File: src/rtl/cpu_control_fsm.sv
// Multi-cycle control sequencer for the 16-bit CPU.
// It decodes datapath enables from the registered state and counts retired instructions.
module cpu_control_fsm #(
    parameter int MEM_LATENCY = 1,
    parameter int CNT_W       = 16
) (
    input  logic             clk,
    input  logic             reset,
    input  logic [1:0]       op_class,
    input  logic             branch_taken,
    input  logic             halt,
    input  logic             stall,
    output logic             pc_enable,
    output logic             pc_load,
    output logic             ir_enable,
    output logic             r_enable,
    output logic             alu_bus_enable,
    output logic             reg_read,
    output logic             mem_we,
    output logic             halted,
    output logic [2:0]       state_out,
    output logic [CNT_W-1:0] retired_count
);

    typedef enum logic [2:0] {
        S_FETCH  = 3'd0,
        S_DECODE = 3'd1,
        S_EXEC   = 3'd2,
        S_MEM_RD = 3'd3,
        S_MEM_WB = 3'd4,
        S_MEM_WR = 3'd5,
        S_BRANCH = 3'd6,
        S_HALT   = 3'd7
    } state_t;

    localparam logic [3:0] LAT = 4'(MEM_LATENCY);

    state_t           r_state;
    state_t           w_state_next;
    logic [3:0]       r_wait_cnt;
    logic [3:0]       w_wait_next;
    logic [CNT_W-1:0] r_retired;
    logic             w_wait_done;
    logic             w_retire;

    logic w_pc_en, w_pc_ld, w_ir_en, w_rf_en, w_alu_bus, w_rd, w_we, w_halted;

    // A count above the latency can only come from corruption; treat it as finished.
    assign w_wait_done = (r_wait_cnt >= LAT);

    assign w_retire = !stall && ((r_state == S_EXEC)   || (r_state == S_MEM_WB) ||
                                 (r_state == S_MEM_WR) || (r_state == S_BRANCH));

    always_comb begin
        w_state_next = r_state;
        w_wait_next  = r_wait_cnt;
        case (r_state)
            S_FETCH: begin
                if (w_wait_done) w_state_next = S_DECODE;
                else             w_wait_next  = r_wait_cnt + 4'd1;
            end
            S_DECODE: begin
                if (halt) begin
                    w_state_next = S_HALT;
                end else begin
                    case (op_class)
                        2'b00:   w_state_next = S_EXEC;
                        2'b01:   w_state_next = S_MEM_RD;
                        2'b10:   w_state_next = S_MEM_WR;
                        default: w_state_next = S_BRANCH;
                    endcase
                end
            end
            S_MEM_RD: begin
                if (w_wait_done) w_state_next = S_MEM_WB;
                else             w_wait_next  = r_wait_cnt + 4'd1;
            end
            S_EXEC, S_MEM_WB, S_MEM_WR, S_BRANCH: w_state_next = S_FETCH;
            S_HALT:  w_state_next = S_HALT;
            default: w_state_next = S_FETCH;
        endcase
        if (w_state_next != r_state) w_wait_next = 4'd0;
    end

    always_ff @(posedge clk or posedge reset) begin
        if (reset) begin
            r_state    <= S_FETCH;
            r_wait_cnt <= 4'd0;
            r_retired  <= '0;
        end else if (!stall) begin
            r_state    <= w_state_next;
            r_wait_cnt <= w_wait_next;
            if (w_retire) r_retired <= r_retired + CNT_W'(1);
        end
    end

    always_comb begin
        w_pc_en   = 1'b0;
        w_pc_ld   = 1'b0;
        w_ir_en   = 1'b0;
        w_rf_en   = 1'b0;
        w_alu_bus = 1'b1;
        w_rd      = 1'b0;
        w_we      = 1'b0;
        w_halted  = 1'b0;
        case (r_state)
            S_FETCH:  w_ir_en = w_wait_done;
            S_EXEC: begin
                w_pc_en = 1'b1;
                w_rf_en = 1'b1;
            end
            S_MEM_RD: begin
                w_alu_bus = 1'b0;
                w_rd      = 1'b1;
            end
            S_MEM_WB: begin
                w_alu_bus = 1'b0;
                w_rd      = 1'b1;
                w_rf_en   = 1'b1;
                w_pc_en   = 1'b1;
            end
            S_MEM_WR: begin
                w_alu_bus = 1'b0;
                w_we      = 1'b1;
                w_pc_en   = 1'b1;
            end
            S_BRANCH: begin
                w_pc_ld = branch_taken;
                w_pc_en = !branch_taken;
            end
            S_HALT:   w_halted = 1'b1;
            default:  w_ir_en  = 1'b0;
        endcase
    end

    // Stall only suppresses strobes; the bus select and read indicator follow the state.
    assign pc_enable      = w_pc_en & ~stall;
    assign pc_load        = w_pc_ld & ~stall;
    assign ir_enable      = w_ir_en & ~stall;
    assign r_enable       = w_rf_en & ~stall;
    assign mem_we         = w_we    & ~stall;
    assign alu_bus_enable = w_alu_bus;
    assign reg_read       = w_rd;
    assign halted         = w_halted;
    assign state_out      = r_state;
    assign retired_count  = r_retired;

endmodule

File: config.mk
export PLATFORM = sky130hd
export DESIGN_NAME = cpu_control_fsm
export DESIGN_NICKNAME = d
export VERILOG_FILES = /design/src/rtl/cpu_control_fsm.sv
export SDC_FILE = /design/constraint.sdc
export NUM_CORES = 1
export LEC_CHECK = 0
export ABC_AREA = 1
export BUFFER_PORTS_ARGS = -buffer_cell sky130_fd_sc_hd__buf_2
export CAP_MARGIN = 25
export CORE_MARGIN = 2
export CORE_UTILIZATION = 25
export CTS_BUF_LIST = sky130_fd_sc_hd__clkbuf_8
export CTS_CLUSTER_SIZE = 14
export DETAILED_ROUTE_END_ITERATION = 6
export REMOVE_ABC_BUFFERS = 1
export SLEW_MARGIN = 20
export SYNTH_ARGS = -nofsm -noshare
export SYNTH_HDL_FRONTEND = slang
export SYNTH_SLANG_ARGS = --single-unit
File: constraint.sdc
create_clock -name clk -period 1.8 [get_ports clk]
set_input_delay 0.27 -clock clk [delete_from_list [all_inputs] [get_ports clk]]
set_output_delay 0.27 -clock clk [all_outputs]
set_load 0.02 [all_outputs]
# Word level (Yosys, flattened, before mapping)
# Index checks and enable logic that the tools add are counted.
# op_classes
addsub	2
mul	0
div_mod_pow	0
magnitude_cmp	1
eq_ne	11
n_shift	0
n_mux	16
bitwise_logic	6
n_reduce_logical	17
# ops
cell	count
$add A16 B1 Y16 const B	1
$pmux W3 S5	1
$eq A3 B3 Y1 const B	4
$mux W4	3
$mux W3	3
$pmux W3 S3	1
$mux W1	7
$eq A3 B2 Y1 const B	2
$reduce_or A2 Y1	3
$reduce_or A3 Y1	2
$and A1 B1 Y1	5
$add A4 B1 Y4 const B	1
$ge A4 B1 Y1 const B	1
$reduce_or A4 Y1	1
$eq A3 B1 Y1 const B	1
$logic_not A3 Y1	1
$logic_or A1 B1 Y1	3
$ne A3 B3 Y1	1
$reduce_and A3 Y1	1
$eq A2 B1 Y1 const B	1
$eq A2 B2 Y1 const B	1
$logic_not A1 Y1	2
$logic_not A2 Y1	1
$ne A2 B1 Y1 const B	1
5 further kinds	5
# totals
ff_bits	23
latchBits	0
ram_bits	0
mem_bits_ro	0
output_inout_bits	27
wordCells	56
memories	0

# Depth between registers and ports, before layout
# depth
depth_word	7
mapped_depth	12
depth_no_buf	12

# Worst setup path after synthesis
# No wires, ideal clock.
# synth_timing
kind	flip-flop to output port
from	register r_state[1] (netlist: state_out[1])
to	output pc_load
arrival_time_ns	1.301
required_ns	1.530
path_slack_ns	0.229
path_stages_with_launch	3
path_buffers	0
cell_sequence	dfrtp_1 inv_2 nor4_1
# synth_via
elab_chain_len	3
# synth_lines
item	line	text
start, declared	38	state_t r_state;
start signal, assigned	91	r_state <= w_state_next;
$eq A3 B3 Y1	106	case (r_state)
$mux W1	106	
$and A1 B1 Y1	138	assign pc_load = w_pc_ld & ~stall;
end, declared	14	output logic pc_load,
# Every way passes these cells.

# Worst setup path in the final report
# layout_timing
from	register r_wait_cnt[0]
to	output ir_enable
# layout_via
elab_chain_len	3
# layout_lines
item	line	text
start, declared	40	logic [3:0] r_wait_cnt;
start signal, assigned	92	r_wait_cnt <= w_wait_next;
$ge A4 B1 Y1	49	assign w_wait_done = (r_wait_cnt >= LAT);
$mux W1	106	
$and A1 B1 Y1	139	assign ir_enable = w_ir_en & ~stall;
end, declared	15	output logic ir_enable,
# Every way passes these cells.

==> impl_metrics.json <==
{
  "crit-reg2reg-launch": "state_out[0]",
  "postSynthCellCount": 178,
  "core_area_sq_um": 5470,
  "hpwl_um": 2360,
  "clock.fmax_mhz": 586,
  "final_layout_size_suffix_gt1_frac": 0.274,
  "worst_slew_pin_slew_ps": 294,
  "critical-path-slowest-cell": "sky130_fd_sc_hd__dfrtp_2",
  "final_cell_mix": "41 x sky130_fd_sc_hd__nand2_1, 32 x sky130_fd_sc_hd__buf_2, 24 x sky130_fd_sc_hd__nor2_1, 23 x sky130_fd_sc_hd__inv_1, 22 x sky130_fd_sc_hd__dfrtp_1",
  "timing.rr.end": "retired_count[12]",
  "antenna_found_initial": 0,
  "layout.cells.most_common": "sky130_fd_sc_hd__nand2_1",
  "final_instance_area_sq_um": 1780,
  "netlist-cell-type-count": 24,
  "placement.cell_area_sq_um": 1680,
  "cts_max_level": 1,
  "multi_input_comb_area_sq_um": 766,
  "finalNetCount": 234,
  "clock_skew_ps": 2.21,
  "cts_made_buffers": 3,
  "vias": 1215,
  "synth_largest_area_cell": "sky130_fd_sc_hd__dfrtp_1",
  "place_worst_setup_slack_ps": 217,
  "antenna-diode-count": 0,
  "layout-area-overhead-vs-synth_pct": 26.4,
  "first_global_vias": 1184,
  "std_cell_rows": 27,
  "worstPathCellList": "inv_2 > ha_4 > inv_2 > nor2_4 > nand2_2 > nand4_1 > nor2_1 > buf_4",
  "critPathMaxStageDelay_ps": 420,
  "worst_setup_path_startpoint": "r_wait_cnt[0]",
  "report.final.slew_viol_count": 0,
  "initialDrtViolationCount": 32,
  "detail_route.first_pass.iterations": 4,
  "synth-edff-count": 0,
  "global_route.usage.total": 0.105,
  "syn-cell-area_sq_um": 1410,
  "synthFlopType": "sky130_fd_sc_hd__dfrtp_1",
  "finalSetupViolCount": 0,
  "worstSetupStartpointType": "flip-flop",
  "post-synth-top-area-fraction": 0.408,
  "max-cap-violations": 0,
  "layout_min_cycle_time_ps": 1710,
  "route.final.wire_length_um": 3070,
  "start_util": 0.258,
  "clk_tree_root_cell": "sky130_fd_sc_hd__clkbuf_8",
  "grt_start_max_net_pins": 24,
  "fillcell_total": 608,
  "drc": 0,
  "crit_path_max_fanout": 4,
  "powerDensity_nw_per_um2": 1240,
  "detail_route.wl_per_cell_um": 10.5,
  "timing.final.crit_share": 0.948,
  "endpoint": "ir_enable",
  "cts-root-to-sink-buffers": 2,
  "place_inst": 284,
  "crit_path_end_kind": "output pin",
  "ys_seq_area_frac": 0.408,
  "cp_data_required_time_ps": 1530,
  "ys_async_sr_fraction": 1.00,
  "stdcell_count": 291,
  "vdd_ir_drop_max_v": 0.000547,
  "postLayoutCoreUtil": 0.326,
  "fp.dieW_um": 79.1,
  "clock_sink_count": 23,
  "yosys_warnings": 0,
  "worst_case_setup_margin_in_the_final_layout_ps": 93.7,
  "mean_instance_size_in_the_synthesized_netlist_sq_um": 7.93,
  "critical_path.top_delay_family": "flip-flops",
  "ff2ff_path_depth": 7,
  "place.gp.congestion": 0.822,
  "drt-vias-per-instance": 4.18,
  "largest_cells_by_area_after_synthesis": "sky130_fd_sc_hd__dfrtp_1 41%, sky130_fd_sc_hd__nand2_1 11%, sky130_fd_sc_hd__inv_1 6.6%",
  "first_pass_grt_wire_length_um": 5300,
  "critical_path_cell_count": 8,
  "port_bufs": 33,
  "postRouteAntennaNets": 0,
  "reg2reg_slack_ps": 260,
  "floorplan.die_area_sq_um": 6260,
  "reported_leakage_power_nw": 0.955,
  "cp_dominant_cell_by_count": "sky130_fd_sc_hd__inv_2",
  "clock_tree_from_tritoncts": "yes",
  "design.portCount": 34,
  "postCtsHoldBufs": 0,
  "ys_ff_latch": 23,
  "startpoint_to_endpoint_class_of_the_critical_path": "reg -> out",
  "holdCritPathClass": "in -> async",
  "max_slew_margin": 0.804,
  "source_to_sink_clock_delay_at_the_later_pin_of_the_worst_skew_pair_ps": 260,
  "crit_arrival_ps": 1440,
  "outcome": "completed",
  "dieHeight_um": 79.1,
  "hold_viol": 0,
  "grt_overflow_total": 0,
  "regArea_sq_um": 577,
  "clk_pin_slew_ps": 80,
  "crit_buf_inv": 3
}
[power by group]
group	leakage (nW)	internal, mW	switching (mW)
clock	0.0269	0.152	0.157
sequential	0.288	0.622	0.140
combinational	0.640	0.396	0.743
[worst min path at each step]
stage	cells past startpoint	startpoint	slack, ps	endpoint
global placement	3	reset	330	retired_count[15]
detailed placement	3	reset	330	retired_count[14]
CTS	3	reset	40	retired_count[15]
floorplan	1	reset	270	r_wait_cnt[0]
global route	3	reset	70	retired_count[5]
finish	3	reset	40	retired_count[15]
[cell families after synthesis]
logic type                 share of synthesized area
AOI/OAI and AO/OA                             0.0683
xor gates and xnor gates                      0.0922
adders and majority gates                     0.0621
buffers and inverters                         0.0745
DFF                                            0.408
and+or+nand+nor                                0.295
[cells in the mapped netlist (4+ instances only)]
cell / n
sky130_fd_sc_hd__a21oi_1: 4
sky130_fd_sc_hd__dfrtp_1: 23
sky130_fd_sc_hd__ha_1: 7
sky130_fd_sc_hd__inv_1: 25
sky130_fd_sc_hd__nand2_1: 42
sky130_fd_sc_hd__nand3_1: 9
sky130_fd_sc_hd__nor2_1: 25
sky130_fd_sc_hd__o21ai_0: 9
sky130_fd_sc_hd__xnor2_1: 4
sky130_fd_sc_hd__xor2_1: 9
[metal layers]
| layer | vias to the layer above | track usage | wire (um) |
|---|---|---|---|
| met1 | 554 | 0.137 | 1410 |
| met5 | - | 0 | 0 |
| met2 | 23 | 0.180 | 1490 |
| li1 | 634 | - | - |
| met3 | 4 | 0.0193 | 130 |
| met4 | 0 | 0.0259 | 32 |
[worst reg2reg max path, stage by stage, from the launching register on]
cell and delay (ps):
sky130_fd_sc_hd__dfrtp_1 480, sky130_fd_sc_hd__nand2_2 180, sky130_fd_sc_hd__nand3_4 160, sky130_fd_sc_hd__inv_1 110, sky130_fd_sc_hd__nand2_1 120, sky130_fd_sc_hd__nor2_1 160, sky130_fd_sc_hd__nand2_1 80, sky130_fd_sc_hd__xor2_1 140
[flip-flops by register name, summed over array words and instances (netlist names)]
signal / count
state_out: 3
retired_count: 16
r_wait_cnt: 4
[what timing repair did]
| item | CTS | global route |
|---|---|---|
| setup buffers | 2 | 1 |
| resized for setup | 0 | 12 |
| setup endpoints to repair | 1 | 2 |
| pin swaps | 0 | 2 |
| gates cloned | 0 | 0 |
[cell type report]
type | instances | area share
Multi-Input combinational cell | 127 | 0.429
Timing Repair Buffer | 38 | 0.115
Inverter | 27 | 0.0568
Clock inverter | 1 | 0.00210
Sequential cell | 23 | 0.323
Tap cell | 72 | 0.0505
Clock buffer | 3 | 0.0231
[stage by stage]
stage	total power, mW	hold WS, ps	TNS [ps]
after floorplan	1.52	272	0
after global routing	2.43	70.9	-1.68
after global placement	1.82	332	0
after detailed placement	1.83	332	0
after CTS	2.18	43.1	0
final	2.21	37.0	0
No activity file was read; power rests on OpenSTA's default activity.
